[src/rtl/muldiv_unit.sv]
// Iterative radix-2 multiply/divide unit for the RISC-V M extension (start/done handshake).
// Define MULDIV_FASTPATH_EN to finish divide-by-zero, signed overflow and multiply-by-zero in two cycles.
module muldiv_unit #(
    parameter int unsigned WIDTH     = 32,
    parameter int unsigned CNT_WIDTH = $clog2(WIDTH) + 1
) (
    input  logic             clk,
    input  logic             rstn,
    input  logic             start,
    input  logic [2:0]       op,
    input  logic [WIDTH-1:0] a,
    input  logic [WIDTH-1:0] b,
    input  logic             flush,
    output logic             busy,
    output logic             done,
    output logic [WIDTH-1:0] result
);

    localparam int unsigned PW = 2 * WIDTH;

    typedef enum logic [1:0] {S_IDLE, S_CALC, S_FIX, S_DONE} state_t;

    state_t               state;
    logic [2:0]           op_q;
    logic                 sign_a_q;
    logic                 sign_b_q;
    logic                 div0_q;
    logic [CNT_WIDTH-1:0] count_q;
    logic [WIDTH-1:0]     opnd_q;   // multiplicand or divisor magnitude
    logic [PW-1:0]        prod_q;   // {hi, lo}: product, or {remainder, quotient}

    // Operand decode and magnitudes
    logic             is_div_c;
    logic             signed_a_c;
    logic             signed_b_c;
    logic             sa_c;
    logic             sb_c;
    logic [WIDTH-1:0] mag_a_c;
    logic [WIDTH-1:0] mag_b_c;

    assign is_div_c   = op[2];
    assign signed_a_c = is_div_c ? ~op[0] : (op[1:0] != 2'b11);
    assign signed_b_c = is_div_c ? ~op[0] : ~op[1];
    assign sa_c       = signed_a_c & a[WIDTH-1];
    assign sb_c       = signed_b_c & b[WIDTH-1];
    assign mag_a_c    = sa_c ? WIDTH'(-a) : a;
    assign mag_b_c    = sb_c ? WIDTH'(-b) : b;

    // One shift/add multiply step
    logic [WIDTH:0]  mul_sum_c;
    logic [PW-1:0]   mul_next_c;

    assign mul_sum_c  = {1'b0, prod_q[PW-1:WIDTH]} + (prod_q[0] ? {1'b0, opnd_q} : {(WIDTH+1){1'b0}});
    assign mul_next_c = {mul_sum_c, prod_q[WIDTH-1:1]};

    // One restoring-division step
    logic [WIDTH:0]   rem_sh_c;
    logic             no_borrow_c;
    logic [WIDTH-1:0] rem_new_c;
    logic [PW-1:0]    div_next_c;

    assign rem_sh_c    = {prod_q[PW-1:WIDTH], prod_q[WIDTH-1]};
    assign no_borrow_c = rem_sh_c >= {1'b0, opnd_q};
    assign rem_new_c   = no_borrow_c ? WIDTH'(rem_sh_c - {1'b0, opnd_q}) : WIDTH'(rem_sh_c);
    assign div_next_c  = {rem_new_c, prod_q[WIDTH-2:0], no_borrow_c};

    // Sign correction and output selection
    logic [PW-1:0]    prod_fix_c;
    logic [WIDTH-1:0] quo_fix_c;
    logic [WIDTH-1:0] rem_fix_c;
    logic [WIDTH-1:0] fix_res_c;

    always_comb begin
        prod_fix_c = (sign_a_q ^ sign_b_q) ? PW'(-prod_q) : prod_q;
        quo_fix_c  = (sign_a_q ^ sign_b_q) ? WIDTH'(-prod_q[WIDTH-1:0]) : prod_q[WIDTH-1:0];
        rem_fix_c  = sign_a_q ? WIDTH'(-prod_q[PW-1:WIDTH]) : prod_q[PW-1:WIDTH];
        fix_res_c  = prod_fix_c[PW-1:WIDTH];
        if (div0_q) begin
            quo_fix_c = {WIDTH{1'b1}};
        end
        unique case (op_q)
            3'b000:         fix_res_c = prod_fix_c[WIDTH-1:0];
            3'b100, 3'b101: fix_res_c = quo_fix_c;
            3'b110, 3'b111: fix_res_c = rem_fix_c;
            default:        fix_res_c = prod_fix_c[PW-1:WIDTH];
        endcase
    end

`ifdef MULDIV_FASTPATH_EN
    // Results that need no iteration
    logic             div0_c;
    logic             ovf_c;
    logic             mzero_c;
    logic             fast_c;
    logic [WIDTH-1:0] fast_res_c;

    assign div0_c  = is_div_c & (b == '0);
    assign ovf_c   = is_div_c & ~op[0] & (a == {1'b1, {(WIDTH-1){1'b0}}}) & (b == '1);
    assign mzero_c = ~is_div_c & ((a == '0) | (b == '0));
    assign fast_c  = div0_c | ovf_c | mzero_c;

    always_comb begin
        fast_res_c = '0;
        if (div0_c) begin
            fast_res_c = op[1] ? a : {WIDTH{1'b1}};
        end else if (ovf_c) begin
            fast_res_c = op[1] ? '0 : a;
        end
    end
`endif

    always_ff @(posedge clk or negedge rstn) begin
        if (!rstn) begin
            state    <= S_IDLE;
            busy     <= 1'b0;
            done     <= 1'b0;
            result   <= '0;
            op_q     <= '0;
            sign_a_q <= 1'b0;
            sign_b_q <= 1'b0;
            div0_q   <= 1'b0;
            count_q  <= '0;
            opnd_q   <= '0;
            prod_q   <= '0;
        end else begin
            done <= 1'b0;
            if (flush) begin
                state <= S_IDLE;
                busy  <= 1'b0;
            end else begin
                unique case (state)
                    S_IDLE: begin
                        if (start) begin
                            op_q     <= op;
                            sign_a_q <= sa_c;
                            sign_b_q <= sb_c;
                            div0_q   <= is_div_c & (b == '0);
                            count_q  <= '0;
                            busy     <= 1'b1;
                            opnd_q   <= is_div_c ? mag_b_c : mag_a_c;
`ifdef MULDIV_FASTPATH_EN
                            if (fast_c) begin
                                prod_q <= {{WIDTH{1'b0}}, fast_res_c};
                                state  <= S_DONE;
                            end else begin
                                prod_q <= {{WIDTH{1'b0}}, is_div_c ? mag_a_c : mag_b_c};
                                state  <= S_CALC;
                            end
`else
                            prod_q   <= {{WIDTH{1'b0}}, is_div_c ? mag_a_c : mag_b_c};
                            state    <= S_CALC;
`endif
                        end
                    end
                    S_CALC: begin
                        prod_q  <= op_q[2] ? div_next_c : mul_next_c;
                        count_q <= count_q + CNT_WIDTH'(1);
                        if (count_q == CNT_WIDTH'(WIDTH - 1)) begin
                            state <= S_FIX;
                        end
                    end
                    S_FIX: begin
                        result <= fix_res_c;
                        done   <= 1'b1;
                        busy   <= 1'b0;
                        state  <= S_IDLE;
                    end
                    S_DONE: begin
                        result <= prod_q[WIDTH-1:0];
                        done   <= 1'b1;
                        busy   <= 1'b0;
                        state  <= S_IDLE;
                    end
                    default: state <= S_IDLE;
                endcase
            end
        end
    end

endmodule

[config.mk]
export PLATFORM = sky130hd
export DESIGN_NAME = muldiv_unit
export DESIGN_NICKNAME = d
export VERILOG_FILES = /design/src/rtl/muldiv_unit.sv
export SDC_FILE = /design/constraint.sdc
export NUM_CORES = 1
export LEC_CHECK = 0
export BUFFER_PORTS_ARGS = -buffer_cell sky130_fd_sc_hd__clkbuf_2
export CAP_MARGIN = 20
export CORE_MARGIN = 2
export CORE_UTILIZATION = 25
export CTS_CLUSTER_DIAMETER = 100
export DETAILED_ROUTE_END_ITERATION = 10
export SLEW_MARGIN = 5
export SYNTH_ARGS = -nofsm -noshare
export SYNTH_HDL_FRONTEND = slang
export SYNTH_SLANG_ARGS = --single-unit
[constraint.sdc]
create_clock -name clk -period 3.3 [get_ports clk]
set_clock_uncertainty 0.1 [all_clocks]
set_input_delay 0 -clock clk [delete_from_list [all_inputs] [get_ports clk]]
set_output_delay 0 -clock clk [all_outputs]
set_load 0.01 [all_outputs]
==> results.ini, run 1 <==
[power]
powerDensity_nw_per_um2=803
power_frac_comb_pct=71.1
clock_power_share_pct=12.8
switching_power_w=0.00766
switching_share_pct=48.5
max-vdd-ir-drop_mv=0.336
p_leak_nw=8.62
p_int_w=0.00812
pwr-share-seq_pct=16.1

[layout]
syn2layout_area_growth_pct=31.8
nets=2485
layoutNonFillerInstCount=3130
design_area_um2=19700
final.fill_count=6238
drive_above_1_share_pct=22.4

[timing]
setup_viol=0
tightest_slew_ns=0.820
post-route-worst-setup-slack_ns=0.0226
max_freq_mhz=305
period_share_pct=99.3
post-route-min-period_ns=3.28
max_slew_margin_pct=45.3
rsz0062_at_grt=yes
slew_violations=0
hold_viol=0

[floorplanning]
core_um2=59000
die-area_um2=61600
rows=89
die_width_um=248
die_y_um=248
pin_count=105
initial_core_util_pct=25.3

[drt]
finalWirelength_um=63500
dr.first_iter.drc_count=1803
firstDrtPassIters=6
wl_per_cell_um=20.3
drc_errors=0
vias_per_cell=5.36
vias=16800
antenna_left=0

[setup_path]
crit_required_ns=3.58
setup.worst_path.end=result[13]
crit_fanout=4
worstSetupStartpointType=flop
path_depth=10
path_buf_inv=1
rrSetupSlack_ns=0.02
crit_top_cell=or4_4
endpoint_kind=flop
worstSetupStartpoint=prod_q[12]
rr_worst_depth=10
worst-setup-path-type=flop to flop
cp_slowest_stage_delay_ns=0.54
slowest_stage=or4_4
reg2reg_from=prod_q[12]
path_cells=or4_4, or4b_4, or4_4, or3_4, buf_4, nand2_1, xor2_1, a211oi_1, a21oi_1, o21ai_0
cp_top_family=simple AND/OR/NAND/NOR gates
reg2reg_to=result[13]
worstPathArrival_ns=3.56

[global_route]
grt_pass1_vias=15800
grt_max_degree=95
antenna_found_initial=1
grt_pass1_wl_um=95300
grt_usage_pct=20.3
grt_overflow=0

[clock_network]
cts_made_buffers=17
clkSinkCount=144
cts_max_level=4
path_clk_slew_ns=0.07
cts_tree=done
clk_latency_ns=0.46
cts_buffer_depth=2
root_buffer=clkbuf_16

[synthesis]
synthCells=2036
synth_edf_count=0
ys.flop_type=dfrtp_1
synthesis.nets=2178
ys_warn_count=0
yosysUniqueCellTypes=77
postSynth.asyncResetShare_pct=100
synth.avg_cell_area_um2=7.32
synth.yosys.seq_area_share_pct=24.2
ys_ff_latch=144
post_synth_instance_area_um2=14900

[placed_design]
gp_congestion=0.953
pre_cts_slack_ns=-0.151
place_area_um2=18000
dp_hpwl_um=50000
io_buffers=104
dp.cells=3039

[hold_path]
min_path_type=input pin to flop
min_path_cells=6

[job]
drv_cap=0

[outcome]
status=finished, final reports clean

[cell families after synthesis]
group | share of synthesized area (%)
DFF | 24.2
xor gates and xnor gates | 11.6
adders and majority gates | 6.06
muxes | 3.14
and+or+nand+nor | 21.5
buffers and inverters | 5.60
AOI/OAI and AO/OA | 28.0
[synthesized netlist by cell type (all sizes together), types with 21 or more instances]
library cell  count  area, um^2
a211oi           30         225
a21o             42         315
a21oi           226        1130
a31oi            23         144
clkbuf          137         518
dfrtp           144        3600
ha               69         863
inv              64         240
mux2i            40         400
nand2           198         743
nand3            49         245
nor2            221         830
nor3             49         245
nor4             21         131
o211ai           28         210
o21ai           179         900
o31ai            23         178
or3              28         180
xnor2            92         806
xor2            105         920
[registers in the layout, summed over array words and instances (netlist names)]
signal / cells
busy: 1
count_q: 6
div0_q: 1
done: 1
op_q: 3
opnd_q: 32
prod_q: 64
result: 32
sign_a_q: 1
sign_b_q: 1
state: 2
[power by group through the flow]
stage | registers (W) | clock network, W | logic [W]
after global routing | 0.00258 | 0.00209 | 0.0121
after CTS | 0.00250 | 0.00202 | 0.0105
after global placement | 0.00252 | 0 | 0.0104
after floorplan | 0.00250 | 0 | 0.00609
final | 0.00254 | 0.00201 | 0.0112
after detailed placement | 0.00253 | 0 | 0.0103
[worst reg2reg max path, stage by stage, from the launching register on]
cell and delay, ns:
dfrtp_1 0.38, or4_4 0.54, or4b_4 0.50, or4_4 0.54
or3_4 0.42, buf_4 0.14, nand2_1 0.07, xor2_1 0.07
a211oi_1 0.24, a21oi_1 0.07, o21ai_0 0.15
[metrics by stage]
| step | power, W | hold WS (ns) | utilization [%] | TNS, ns |
|---|---|---|---|---|
| after floorplan | 0.00859 | -0.396 | - | -0.339 |
| after global placement | 0.0129 | -0.0216 | 30.5 | -0.723 |
| after detailed placement | 0.0129 | -0.0158 | 30.5 | -0.979 |
| after CTS | 0.0150 | 0.00154 | 32.5 | -0.00633 |
| after global routing | 0.0167 | 0.0486 | 33.3 | -0.179 |
| final | 0.0158 | 0.00221 | 33.3 | 0 |
[per-layer routing]
metal | wire length (um) | global-route usage, % | vias up
met4 | 2240 | 6.90 | 0
met2 | 28500 | 32.6 | 727
met1 | 27300 | 27.0 | 7941
met3 | 5460 | 4.29 | 140
li1 | - | - | 7956
met5 | 0 | 0 | -
[placed cells by master (no fill, tap or decap), types with 23 or more instances in the layout]
cell type	count
a21o_1	42
dlygate4sd3_1	48
nand3_1	46
nor3_1	47
xor2_1	103
a21oi_1	217
xnor2_1	91
dfrtp_1	143
a211oi_1	23
nand2_1	195
buf_4	279
o21ai_0	166
o211ai_1	28
ha_1	57
or3_1	26
mux2i_1	40
nor2_1	219
inv_1	57
clkbuf_2	102
[layout make-up]
cell class                      count  area (um^2)  share of cell area [%]
Multi-Input combinational cell   1675        11000                    55.8
Sequential cell                   144         3600                    18.3
Timing Repair Buffer              440         3270                    16.7
Tap cell                          773          967                    4.92
Clock buffer                       21          460                    2.34
Inverter                           65          244                    1.24
Clock inverter                     11          130                   0.662
Antenna cell                        1         2.50                  0.0127
[worst min-delay path by stage]
stage | start | end | slack (ns)
CTS | a[2] | opnd_q[2] | 0.002
detailed placement | rstn | count_q[2] | -0.02
global placement | rstn | count_q[5] | -0.02
global route | a[25] | prod_q[25] | 0.05
floorplan | rstn | busy | -0.40
finish | b[17] | opnd_q[17] | 0.002
[what timing repair did]
action / 4_1_cts / 5_1_grt
cloned: 0 / 0
endpoints found under the hold margin: 133 / 1
gates resized for setup: 20 / 87
pin swaps: 2 / 29
setup endpoints to repair: 26 / 49
hold buffers: 48 / 1
buffers inserted: 1 / 9
No activity file was read; power rests on OpenSTA's default activity.
==> run 2, diff against run 1 <==
- ABC_AREA: unset -> 1
==> run 2 against run 1 <==
  * Synthesized cell count up 59%
  * Worst hold slack better by 0.0061 ns
  * Critical path depth up 6
  * Wire length up 40%
  * Cell area up 7.3%
  * First-iteration DRC count up 38%
  * Final cell count up 39%
  * Sequential share of layout area down 1.3 points
  * Largest power group unchanged
  * Die area up 20%
  * Via count up 33%
  * Setup slack better by 0.22 ns
  * Register-to-register slack better by 0.22 ns
==> results.ini, run 2 <==
[synthesis]
post_synth_instance_area_um2=17900
synth.avg_cell_area_um2=5.55
yosysUniqueCellTypes=50
synthesis.nets=3373
synth.yosys.seq_area_share_pct=20.1
yosysMostFrequentCell=nand2_1
yosys.area.top_type_share_pct=22.7
synth_edf_count=0
synth.largest_area_cell=nand2_1
synth.area.top_cells=nand2_1 (23%), dfrtp_1 (20%), nand3_1 (9.8%), inv_1 (8.7%), nor2_1 (7.8%)
synthCells=3231
ys_ff_latch=144
ys.flop_type=dfrtp_1
synth_common_cells=nand2_1 (1,083), inv_1 (417), nor2_1 (371), nand3_1 (351), a21oi_1 (184)
ys_warn_count=0
postSynth.asyncResetShare_pct=100

[global_route]
grt_pass1_vias=20800
grt_pass1_wl_um=132000
grt_usage_pct=23.8
grt_max_degree=93
grt_overflow=0
antenna_found_initial=1

[floorplanning]
rows=98
die_y_um=272
die-area_um2=73800
initial_core_util_pct=25.2
die_width_um=272
core_um2=71200
pin_count=105

[timing]
rsz0062_at_grt=no
hold_viol=0
max_freq_mhz=327
post-route-worst-setup-slack_ns=0.243
period_share_pct=92.6
max_slew_margin_pct=35.7
tns_ns=0
tightest_slew_ns=0.964
setup_viol=0
slew_violations=0
post-route-min-period_ns=3.06

[layout]
nets=3534
syn2layout_area_growth_pct=17.7
largest_reg_flops=64
final_common_cell=nand2_1
diodes=0
top_regs=prod_q x64, opnd_q x32, result x32
regMostFlops=prod_q
final_cell_mix=nand2_1 (1,083), inv_1 (417), nor2_1 (369)
drive_above_1_share_pct=8.43

[setup_path]
crit_fanout=23
reg2reg_to=prod_q[0]
cp_top_family=simple AND/OR/NAND/NOR gates
rr_worst_depth=16
rrSetupSlack_ns=0.24
path_depth=16
worstSetupStartpointType=flop
worstPathArrival_ns=3.32
worst-setup-path-type=flop to flop
path_cells=ha_1, nand2_1, inv_1, nand2_1, nand2_1, inv_1, nand3_1, nand2_2, nand2_4, nand2_4, nand2_8, buf_12, nor2_4, inv_2, a21oi_1, nor2_1
slowest_stage=dfrtp_1
reg2reg_from=prod_q[38]
setup.worst_path.end=prod_q[0]
cp_slowest_stage_delay_ns=0.61
endpoint_kind=flop
crit_top_cell=nand2_1
worstSetupStartpoint=prod_q[38]
path_buf_inv=4
crit_required_ns=3.57

[hold_path]
min_path_type=input pin to flop

[clock_network]
cts_max_level=4
ctsResizeCount=0
path_clk_slew_ns=0.06
clk_latency_ns=0.49
cts_tree=done
cts_made_buffers=17
clkSinkCount=144
cts_buffer_depth=2
root_buffer=clkbuf_16

[drt]
firstDrtPassIters=8
vias=22300
wl_per_cell_um=20.5
dr.first_iter.drc_count=2487
finalWirelength_um=89000
drc_errors=0
antenna_left=0
vias_per_cell=5.12

[placed_design]
dp_hpwl_um=72400
gp_congestion=1.03
pre_cts_slack_ns=0.324
io_buffers=104

[job]
drv_cap=0

[power]
p_leak_nw=11.1
powerDensity_nw_per_um2=806
max-vdd-ir-drop_mv=0.348

[outcome]
status=finished, final reports clean

==> run 2: final cells by class <==
| cell class | count | area [um^2] |
|---|---|---|
| repair buffers | 250 | 1830 |
| clock inverters | 11 | 179 |
| multi-input cells | 2548 | 12200 |
| fillers | 8095 | 50100 |
| flip-flops and latches | 144 | 3600 |
| well taps | 950 | 1190 |
| inverters | 431 | 1620 |
| clock buffers | 19 | 453 |
==> run 2: stage by stage <==
stage | cell area (um^2) | hold slack, ns | cells | util, % | total power (W)
finish | 21100 | 0.00835 | 4353 | 29.6 | 0.0170
global route | 21100 | 0.0388 | 4353 | 29.6 | 0.0182
CTS | 21100 | 0.00515 | 4353 | 29.6 | 0.0167
detailed placement | 19800 | -0.0854 | 4261 | 27.8 | 0.0144
global placement | 19800 | -0.0820 | 4261 | 27.8 | 0.0145
floorplan | 17900 | -0.396 | 3231 | - | 0.0102
==> run 2: kinds of logic (layout without fill, tap and decap cells) <==
| group | count (synthesis) | in the layout | synth area share (%) |
|---|---|---|---|
| simple gates | 1949 | 1949 | 45.4 |
| buf+inv | 539 | 711 | 11.8 |
| compound gates | 465 | 465 | 14.6 |
| flops | 144 | 144 | 20.1 |
| fa+ha+maj | 71 | 71 | 5.04 |
| xor+xnor | 63 | 63 | 3.08 |
==> run 2: what timing repair did <==
action	in CTS	in global routing
setup buffers	0	0
hold buffers	62	0
hold endpoints to repair	190	0
==> run 2: how the worst min path moves through the flow <==
stage               startpoint         end  slack (ns)  cells after the start
detailed placement        rstn  result[23]       -0.09                      1
floorplan                 rstn        busy       -0.40                      0
global placement          rstn  result[23]       -0.08                      1
finish                    a[3]   prod_q[3]       0.008                      4
CTS                       b[1]   opnd_q[1]       0.005                      5
global route              a[3]   prod_q[3]        0.04                      4
==> run 2: report_power, final <==
group,switching (W),internal [W]
clock network,0.000868,0.00130
logic,0.00835,0.00368
registers,0.000617,0.00217
==> run 2: per-layer routing <==
layer | vias to the layer above | routed length, um | global-route usage (%)
li1 | 10700 | - | -
met1 | 10300 | 38500 | 31.9
met2 | 1091 | 39100 | 37.7
met3 | 141 | 7200 | 3.50
met4 | 2 | 4270 | 10.7
met5 | - | 13 | 0
==> run 2: tightest hold or removal path, delay by kind of cell <==
family | cells | cell delay (ns)
buffers and inverters | 1 | 0.12
AO/OA/AOI/OAI | 2 | 0.26
XOR/XNOR | 1 | 0.16
